--- src/rtl/serv_seq_pkg.sv ---
// Shared definitions for the PC sequencer: FSM state encoding and the
// counter wrap point as a function of the serial datapath width.
package serv_seq_pkg;

   // FSM states of the instruction-level sequencer (3-bit encoding).
   typedef enum logic [2:0] {
      S_IDLE   = 3'd0,
      S_FETCH  = 3'd1,
      S_DECODE = 3'd2,
      S_INIT   = 3'd3,
      S_RUN    = 3'd4
   } state_t;

   // Width of the serial bit counter.
   localparam int CNT_W = 5;

   // Last counter value of a 32-bit pass: CNT_LAST = 32 - W.
   function automatic logic [CNT_W-1:0] cnt_last(input int w);
      return CNT_W'(32 - w);
   endfunction

endpackage

--- src/rtl/serv_pc_seq_if.sv ---
// Instruction bus fetch handshake seen by the sequencer.
// cyc is raised by the master to request an instruction and held until ack;
// ack is a single-cycle strobe from the slave, only honoured while cyc = 1,
// and it marks the cycle in which the fetched instruction is valid.
interface serv_pc_seq_if;
   logic cyc;
   logic ack;

   modport master (output cyc, input ack);
   modport slave  (input cyc, output ack);
endinterface

--- src/rtl/serv_seq_cnt.sv ---
// Serial bit counter with bit-position strobe decode for one 32-bit pass.
// Only W = 1 and W = 4 are meaningful widths.
module serv_seq_cnt
   import serv_seq_pkg::*;
#(
   parameter int W = 1
) (
   input  logic clk,
   input  logic i_rst_n,
   input  logic i_clr,
   input  logic i_en,
   output logic o_cnt0,
   output logic o_cnt1,
   output logic o_cnt2,
   output logic o_cnt03,
   output logic o_cnt12to31,
   output logic o_done
);

   localparam logic [CNT_W-1:0] CNT_LAST = cnt_last(W);
   localparam logic [CNT_W-1:0] STEP     = CNT_W'(W);

   logic [CNT_W-1:0] cnt_q;
   logic [CNT_W-1:0] cnt_d;

   // Next count: clear on pass entry, otherwise step by W and wrap after the last position.
   always_comb begin
      cnt_d = cnt_q;
      if (i_clr) begin
         cnt_d = '0;
      end else if (i_en) begin
         cnt_d = (cnt_q == CNT_LAST) ? '0 : cnt_q + STEP;
      end
   end

   // Counter register, cleared immediately by reset.
   always_ff @(posedge clk or negedge i_rst_n) begin
      if (!i_rst_n) begin
         cnt_q <= '0;
      end else begin
         cnt_q <= cnt_d;
      end
   end

   // Strobes are qualified by the pass enable; with W = 4 the count only
   // takes multiples of 4, so cnt03 collapses onto cnt0 and cnt1/cnt2 never fire.
   assign o_cnt0      = i_en & (cnt_q == 5'd0);
   assign o_cnt1      = (W == 1) & i_en & (cnt_q == 5'd1);
   assign o_cnt2      = (W == 1) & i_en & (cnt_q == 5'd2);
   assign o_cnt03     = i_en & (cnt_q < 5'd4);
   assign o_cnt12to31 = i_en & (cnt_q >= 5'd12);
   assign o_done      = i_en & (cnt_q == CNT_LAST);

endmodule

--- src/rtl/serv_pc_seq.sv ---
// Instruction-level sequencer for the bit-serial PC datapath: runs the fetch
// handshake, steps one or two serial passes per instruction and produces the
// pc_en / jump / trap controls. The PC value itself lives in serv_ctrl.
module serv_pc_seq
   import serv_seq_pkg::*;
#(
   parameter int W        = 1,
   parameter bit WITH_CSR = 1'b1
) (
   input  logic                clk,
   input  logic                i_rst_n,
   serv_pc_seq_if.master       ibus,
   input  logic                i_two_stage,
   input  logic                i_jump_uncond,
   input  logic                i_branch_taken,
   input  logic                i_trap_req,
   output logic                o_cnt_en,
   output logic                o_init,
   output logic                o_cnt0,
   output logic                o_cnt1,
   output logic                o_cnt2,
   output logic                o_cnt03,
   output logic                o_cnt12to31,
   output logic                o_cnt_done,
   output logic                o_pc_en,
   output logic                o_jump,
   output logic                o_trap,
   output state_t              o_state
);

   state_t state_q;
   logic   cyc_q;
   logic   init_q;
   logic   run_q;
   logic   jump_q;
   logic   trap_q;

   logic   trap_now;
   logic   go_init;
   logic   cnt_done;

   // Trap request only exists when CSR support is built in.
   assign trap_now = i_trap_req & WITH_CSR;
   // A pending trap overrides the init pass: the PC is loaded straight from the CSR.
   assign go_init  = i_two_stage & ~trap_now;

   // Sequencer FSM with registered handshake, pass flags and jump/trap latches.
   always_ff @(posedge clk or negedge i_rst_n) begin
      if (!i_rst_n) begin
         state_q <= S_IDLE;
         cyc_q   <= 1'b0;
         init_q  <= 1'b0;
         run_q   <= 1'b0;
         jump_q  <= 1'b0;
         trap_q  <= 1'b0;
      end else begin
         case (state_q)
            S_IDLE: begin
               state_q <= S_FETCH;
               cyc_q   <= 1'b1;
            end
            S_FETCH: begin
               if (ibus.ack) begin
                  state_q <= S_DECODE;
                  cyc_q   <= 1'b0;
               end
            end
            S_DECODE: begin
               trap_q  <= trap_now;
               jump_q  <= i_jump_uncond & ~trap_now;
               init_q  <= go_init;
               run_q   <= ~go_init;
               state_q <= go_init ? S_INIT : S_RUN;
            end
            S_INIT: begin
               if (cnt_done) begin
                  jump_q  <= jump_q | i_branch_taken;
                  init_q  <= 1'b0;
                  run_q   <= 1'b1;
                  state_q <= S_RUN;
               end
            end
            S_RUN: begin
               if (cnt_done) begin
                  jump_q  <= 1'b0;
                  trap_q  <= 1'b0;
                  run_q   <= 1'b0;
                  cyc_q   <= 1'b1;
                  state_q <= S_FETCH;
               end
            end
            default: begin
               state_q <= S_IDLE;
               cyc_q   <= 1'b0;
               init_q  <= 1'b0;
               run_q   <= 1'b0;
               jump_q  <= 1'b0;
               trap_q  <= 1'b0;
            end
         endcase
      end
   end

   // Serial counter; restarted while decoding so every pass begins at bit 0.
   serv_seq_cnt #(.W(W)) u_cnt (
      .clk         (clk),
      .i_rst_n     (i_rst_n),
      .i_clr       (state_q == S_DECODE),
      .i_en        (o_cnt_en),
      .o_cnt0      (o_cnt0),
      .o_cnt1      (o_cnt1),
      .o_cnt2      (o_cnt2),
      .o_cnt03     (o_cnt03),
      .o_cnt12to31 (o_cnt12to31),
      .o_done      (cnt_done)
   );

   assign ibus.cyc   = cyc_q;
   assign o_cnt_en   = init_q | run_q;
   assign o_init     = init_q;
   assign o_pc_en    = run_q;
   assign o_cnt_done = cnt_done;
   // jump may already be latched during INIT but is only presented in RUN.
   assign o_jump     = jump_q & run_q;
   // trap is latched leaving DECODE and cleared at the end of RUN.
   assign o_trap     = trap_q;
   assign o_state    = state_q;

endmodule

--- src/flat_wrapper.sv ---
// flat-port wrapper written by rule: the top's interface ports become plain ports
module serv_pc_seq_flat import serv_seq_pkg::*;
#(
   parameter int W        = 1,
   parameter bit WITH_CSR = 1'b1
)
  (clk, i_rst_n, i_two_stage, i_jump_uncond, i_branch_taken, i_trap_req, o_cnt_en, o_init, o_cnt0, o_cnt1, o_cnt2, o_cnt03, o_cnt12to31, o_cnt_done, o_pc_en, o_jump, o_trap, o_state, ibus_cyc, ibus_ack);
  serv_pc_seq_if ibus_i ();
  input  logic clk;
  input  logic i_rst_n;
  input  logic i_two_stage;
  input  logic i_jump_uncond;
  input  logic i_branch_taken;
  input  logic i_trap_req;
  output logic o_cnt_en;
  output logic o_init;
  output logic o_cnt0;
  output logic o_cnt1;
  output logic o_cnt2;
  output logic o_cnt03;
  output logic o_cnt12to31;
  output logic o_cnt_done;
  output logic o_pc_en;
  output logic o_jump;
  output logic o_trap;
  output state_t o_state;
  output wire logic [$bits(ibus_i.cyc)-1:0] ibus_cyc;
  input wire logic [$bits(ibus_i.ack)-1:0] ibus_ack;
  assign ibus_cyc = ibus_i.cyc;
  assign ibus_i.ack = ibus_ack;
  serv_pc_seq #(.W(W), .WITH_CSR(WITH_CSR)) u_core (.clk(clk), .i_rst_n(i_rst_n), .ibus(ibus_i), .i_two_stage(i_two_stage), .i_jump_uncond(i_jump_uncond), .i_branch_taken(i_branch_taken), .i_trap_req(i_trap_req), .o_cnt_en(o_cnt_en), .o_init(o_init), .o_cnt0(o_cnt0), .o_cnt1(o_cnt1), .o_cnt2(o_cnt2), .o_cnt03(o_cnt03), .o_cnt12to31(o_cnt12to31), .o_cnt_done(o_cnt_done), .o_pc_en(o_pc_en), .o_jump(o_jump), .o_trap(o_trap), .o_state(o_state));
endmodule
--- config.mk ---
export PLATFORM = sky130hd
export DESIGN_NAME = serv_pc_seq_flat
export DESIGN_NICKNAME = d
export VERILOG_FILES = /design/src/rtl/serv_seq_pkg.sv /design/src/rtl/serv_pc_seq_if.sv /design/src/rtl/serv_seq_cnt.sv /design/src/rtl/serv_pc_seq.sv /design/src/flat_wrapper.sv
export SDC_FILE = /design/constraint.sdc
export NUM_CORES = 1
export LEC_CHECK = 0
export CORE_MARGIN = 1
export CORE_UTILIZATION = 30
export DETAILED_ROUTE_END_ITERATION = 8
export PLACE_DENSITY_LB_ADDON = 0.12
export SLEW_MARGIN = 40
export SYNTH_ARGS = -nofsm -noshare
export SYNTH_HDL_FRONTEND = slang
export SYNTH_SLANG_ARGS = --single-unit
--- constraint.sdc ---
create_clock -name clk -period 2.5 [get_ports clk]
set_clock_uncertainty 0.1 [all_clocks]
set_input_delay 0.625 -clock clk [delete_from_list [all_inputs] [get_ports clk]]
set_output_delay 0.625 -clock clk [all_outputs]
set_load 0.02 [all_outputs]
==> summary.txt <==
STA
  – Final setup margin: between 0.1 and 0.15 ns
  – Final worst path period share: between 90% and 100%
  – Fmax: between 400 and 500 MHz
  – Max-slew headroom at the worst pin: approximately 59%
  – Fin Setup TNS: 0 ns
  – Slew at the pin closest to its max-slew limit: a little over 0.6 ns
  – Hold Violations, Final: 0
  – Final-report max-slew violation count: 0
  – Final number of setup-violating endpoints: 0
  – Final min period: ~2.4 ns
  – Setup repair after global routing missed its margin: no

Setup path
  – WP data required: about 1.8 ns
  – Top fanout value on the critical path: 11
  – CP startpoint kind: flip-flop
  – Worst setup path category: flip-flop to output port
  – Critical path arrival: about 1.7 ns
  – Category of the worst setup path capture point: output port

Drt
  – Detailed-route wire length per cell: 12.4 microns
  – Routed Antenna Nets: 0
  – Detailed-route via count: slightly above 800
  – DR iter-0 viols: 25
  – Final wirelength: approximately 2000 microns
  – Residual DRC: 0
  – TritonRoute pass-1 iters: 4
  – Avg Vias per Cell: 5.15

Clocking
  – Clock tree root buffer cell: clkbuf_4
  – Clock edge transition at the registers on the reported setup and hold paths: approximately 0.10 ns
  – Count of H-tree levels built during CTS: 1
  – Clock Tree Buf Depth: 2
  – Total CTS buffers: 3
  – Clock network latency to the later pin of the worst-skew pair: approximately 0.28 ns
  – Hold_buf cts: 0
  – Setup bufs post-CTS: 0
  – Clock tree sinks: 13
  – TritonCTS clock tree: built

Synthesis
  – Distinct cell type count of the synthesized netlist: 30
  – EDFF count, synth: 0
  – Flops & latches, synth: 13
  – Post-synthesis cell count: about 100
  – Post-synth ARST share: 100%
  – Largest area contributor in the synthesized netlist: dfrtp_1
  – Fraction of the yosys area taken by sequential cells: approximately 39%
  – Top flip-flop cell by instance count after synthesis: dfrtp_1
  – Fraction of post-synthesis cell area in the top cell type by area: between 30% and 40%
  – Largest cells by area after synthesis: dfrtp_1 (39%), ha_1 (7.5%), a21oi_1 (5.4%)
  – YS warnings: 0
  – Cell area after technology mapping: 840 sq um
  – Mean post-synth cell area: 8.31 sq um
  – Number of nets produced by synthesis: 113

Placement
  – Pre-CTS WS: 0.0595 ns
  – Routability cong.: around 0.84
  – Detailed Place HPWL: around 1500 microns
  – Dpl cells: about 160
  – Number of buffer cells added on primary ports: 21

Power
  – Leak pwr: ~0.55 nW
  – Max VDD drop: 0.686 mV
  – Total power divided by cell area: between 1000 and 1500 nW/um^2

Floorplan
  – Horizontal die dimension: ~55 microns
  – Overall die height: approximately 55 microns
  – Initial core utilization: 32.7%
  – Number of ports placed on the die boundary: 22
  – Core region area: 2570 sq um
  – Total number of placement rows: 18
  – Total Die Area: between 3000 and 4000 sq um

Global route
  – Vias in the first global route: 794
  – Pin count of the biggest net entering global routing: 17
  – Overall fraction of global-route tracks in use: roughly 17%
  – First-pass GRT wire length: 3550 microns
  – Initial antenna violation count: 0
  – Overflow after GRT: 0

Final layout
  – Post-layout instance count excluding filler cells: 161
  – Synth-to-layout area growth: 39.8%
  – Commonest cells after routing, fill and taps aside: clkdlybuf4s50_1 (16), dfrtp_1 (13), nor2_1 (11)
  – Fraction of layout cells with a size suffix above 1: between 10% and 20%
  – Most common cell after layout, fill and taps aside: clkdlybuf4s50_1
  – Count of inserted antenna diode cells: 0
  – Number of nets at the end of the flow: 144

Worst hold path
  – Type of the most critical hold path: flip-flop to flip-flop

Run
  – Max-Cap Viols: 0

Status
  – Result of the run: finished clean
-- final timing paths --
check / startpoint / end / slack (ns) / cells after the start
max: u_core.o_pc_en / o_cnt_en / 0.11 / 4
max reg2reg: u_core.u_cnt.cnt_q[0] / u_core.u_cnt.cnt_q[2] / 0.51 / 6
min in group asynchronous: i_rst_n / u_core.o_pc_en / 0.62 / 1
min: u_core.ibus.cyc / u_core.ibus.cyc / 0.44 / 2
min reg2reg: u_core.ibus.cyc / u_core.ibus.cyc / 0.44 / 2
max in group asynchronous: i_rst_n / u_core.jump_q / 1.28 / 1
-- where the power goes --
part | internal (W) | switching [W] | total, W
combinational | 0.000510 | 0.000594 | 0.00110
sequential | 0.000313 | 0.0000837 | 0.000397
clock | 0.0000619 | 0.0000790 | 0.000141
-- worst max-delay path, cell delays in order (launching register included) --
cell and delay [ns]:
dfrtp_1 0.40, nor2_2 0.19, buf_4 0.20, inv_1 0.06, clkdlybuf4s50_1 0.53
-- logic make-up after synthesis --
family	after synthesis	share of synthesized area, %
buf+inv	12	6.26
simple gates	41	25.3
compound gates	29	21.0
fa+ha+maj	5	7.45
flops	13	38.7
mux	1	1.19
-- Yosys cell counts, drive strengths merged (2+ instances only) --
cell,n
a311oi,2
inv,7
nor2b,3
a21oi,9
nand2,7
o21ai,8
nor2,12
ha,5
dfrtp,13
a31oi,6
nor3,5
nand3b,3
and2,4
buf,4
-- stage by stage --
stage	area [sq um]	power (W)	hold WS, ns	utilization [%]
after floorplan	840	0.00105	0.229	-
after global placement	1140	0.00149	0.423	44.2
after detailed placement	1140	0.00150	0.424	44.2
after CTS	1170	0.00166	0.450	45.7
after global routing	1170	0.00180	0.513	45.7
final	1170	0.00164	0.437	45.7
-- layer usage --
| metal | up-vias | GRT usage (%) | share of wire (%) |
|---|---|---|---|
| li1 | 420 | - | - |
| met5 | - | 0 | 0 |
| met1 | 384 | 23.6 | 51 |
| met3 | 2 | 3.01 | 4.6 |
| met2 | 23 | 24.3 | 43 |
| met4 | 0 | 7.92 | 0.60 |
-- registers in the layout (all words and copies together), names as in the netlist --
signal              count
u_core.o_init           1
u_core.jump_q           1
u_core.u_cnt.cnt_q      5
u_core.o_trap           1
u_core.o_pc_en          1
u_core.ibus.cyc         1
u_core.o_state          3
-- timing repair --
item,4_1_cts,5_1_grt
cloned,0,0
resized for setup,7,3
setup endpoints to repair,5,4
-- area by class of cell --
type | count | area [sq um]
Sequential cell | 13 | 325
Tap cell | 30 | 37.5
Inverter | 7 | 26.3
Timing Repair Buffer | 31 | 279
Clock buffer | 4 | 26.3
Multi-Input combinational cell | 76 | 479
Fill cell | 274 | 1390
Power figures use the tool's default switching activity.
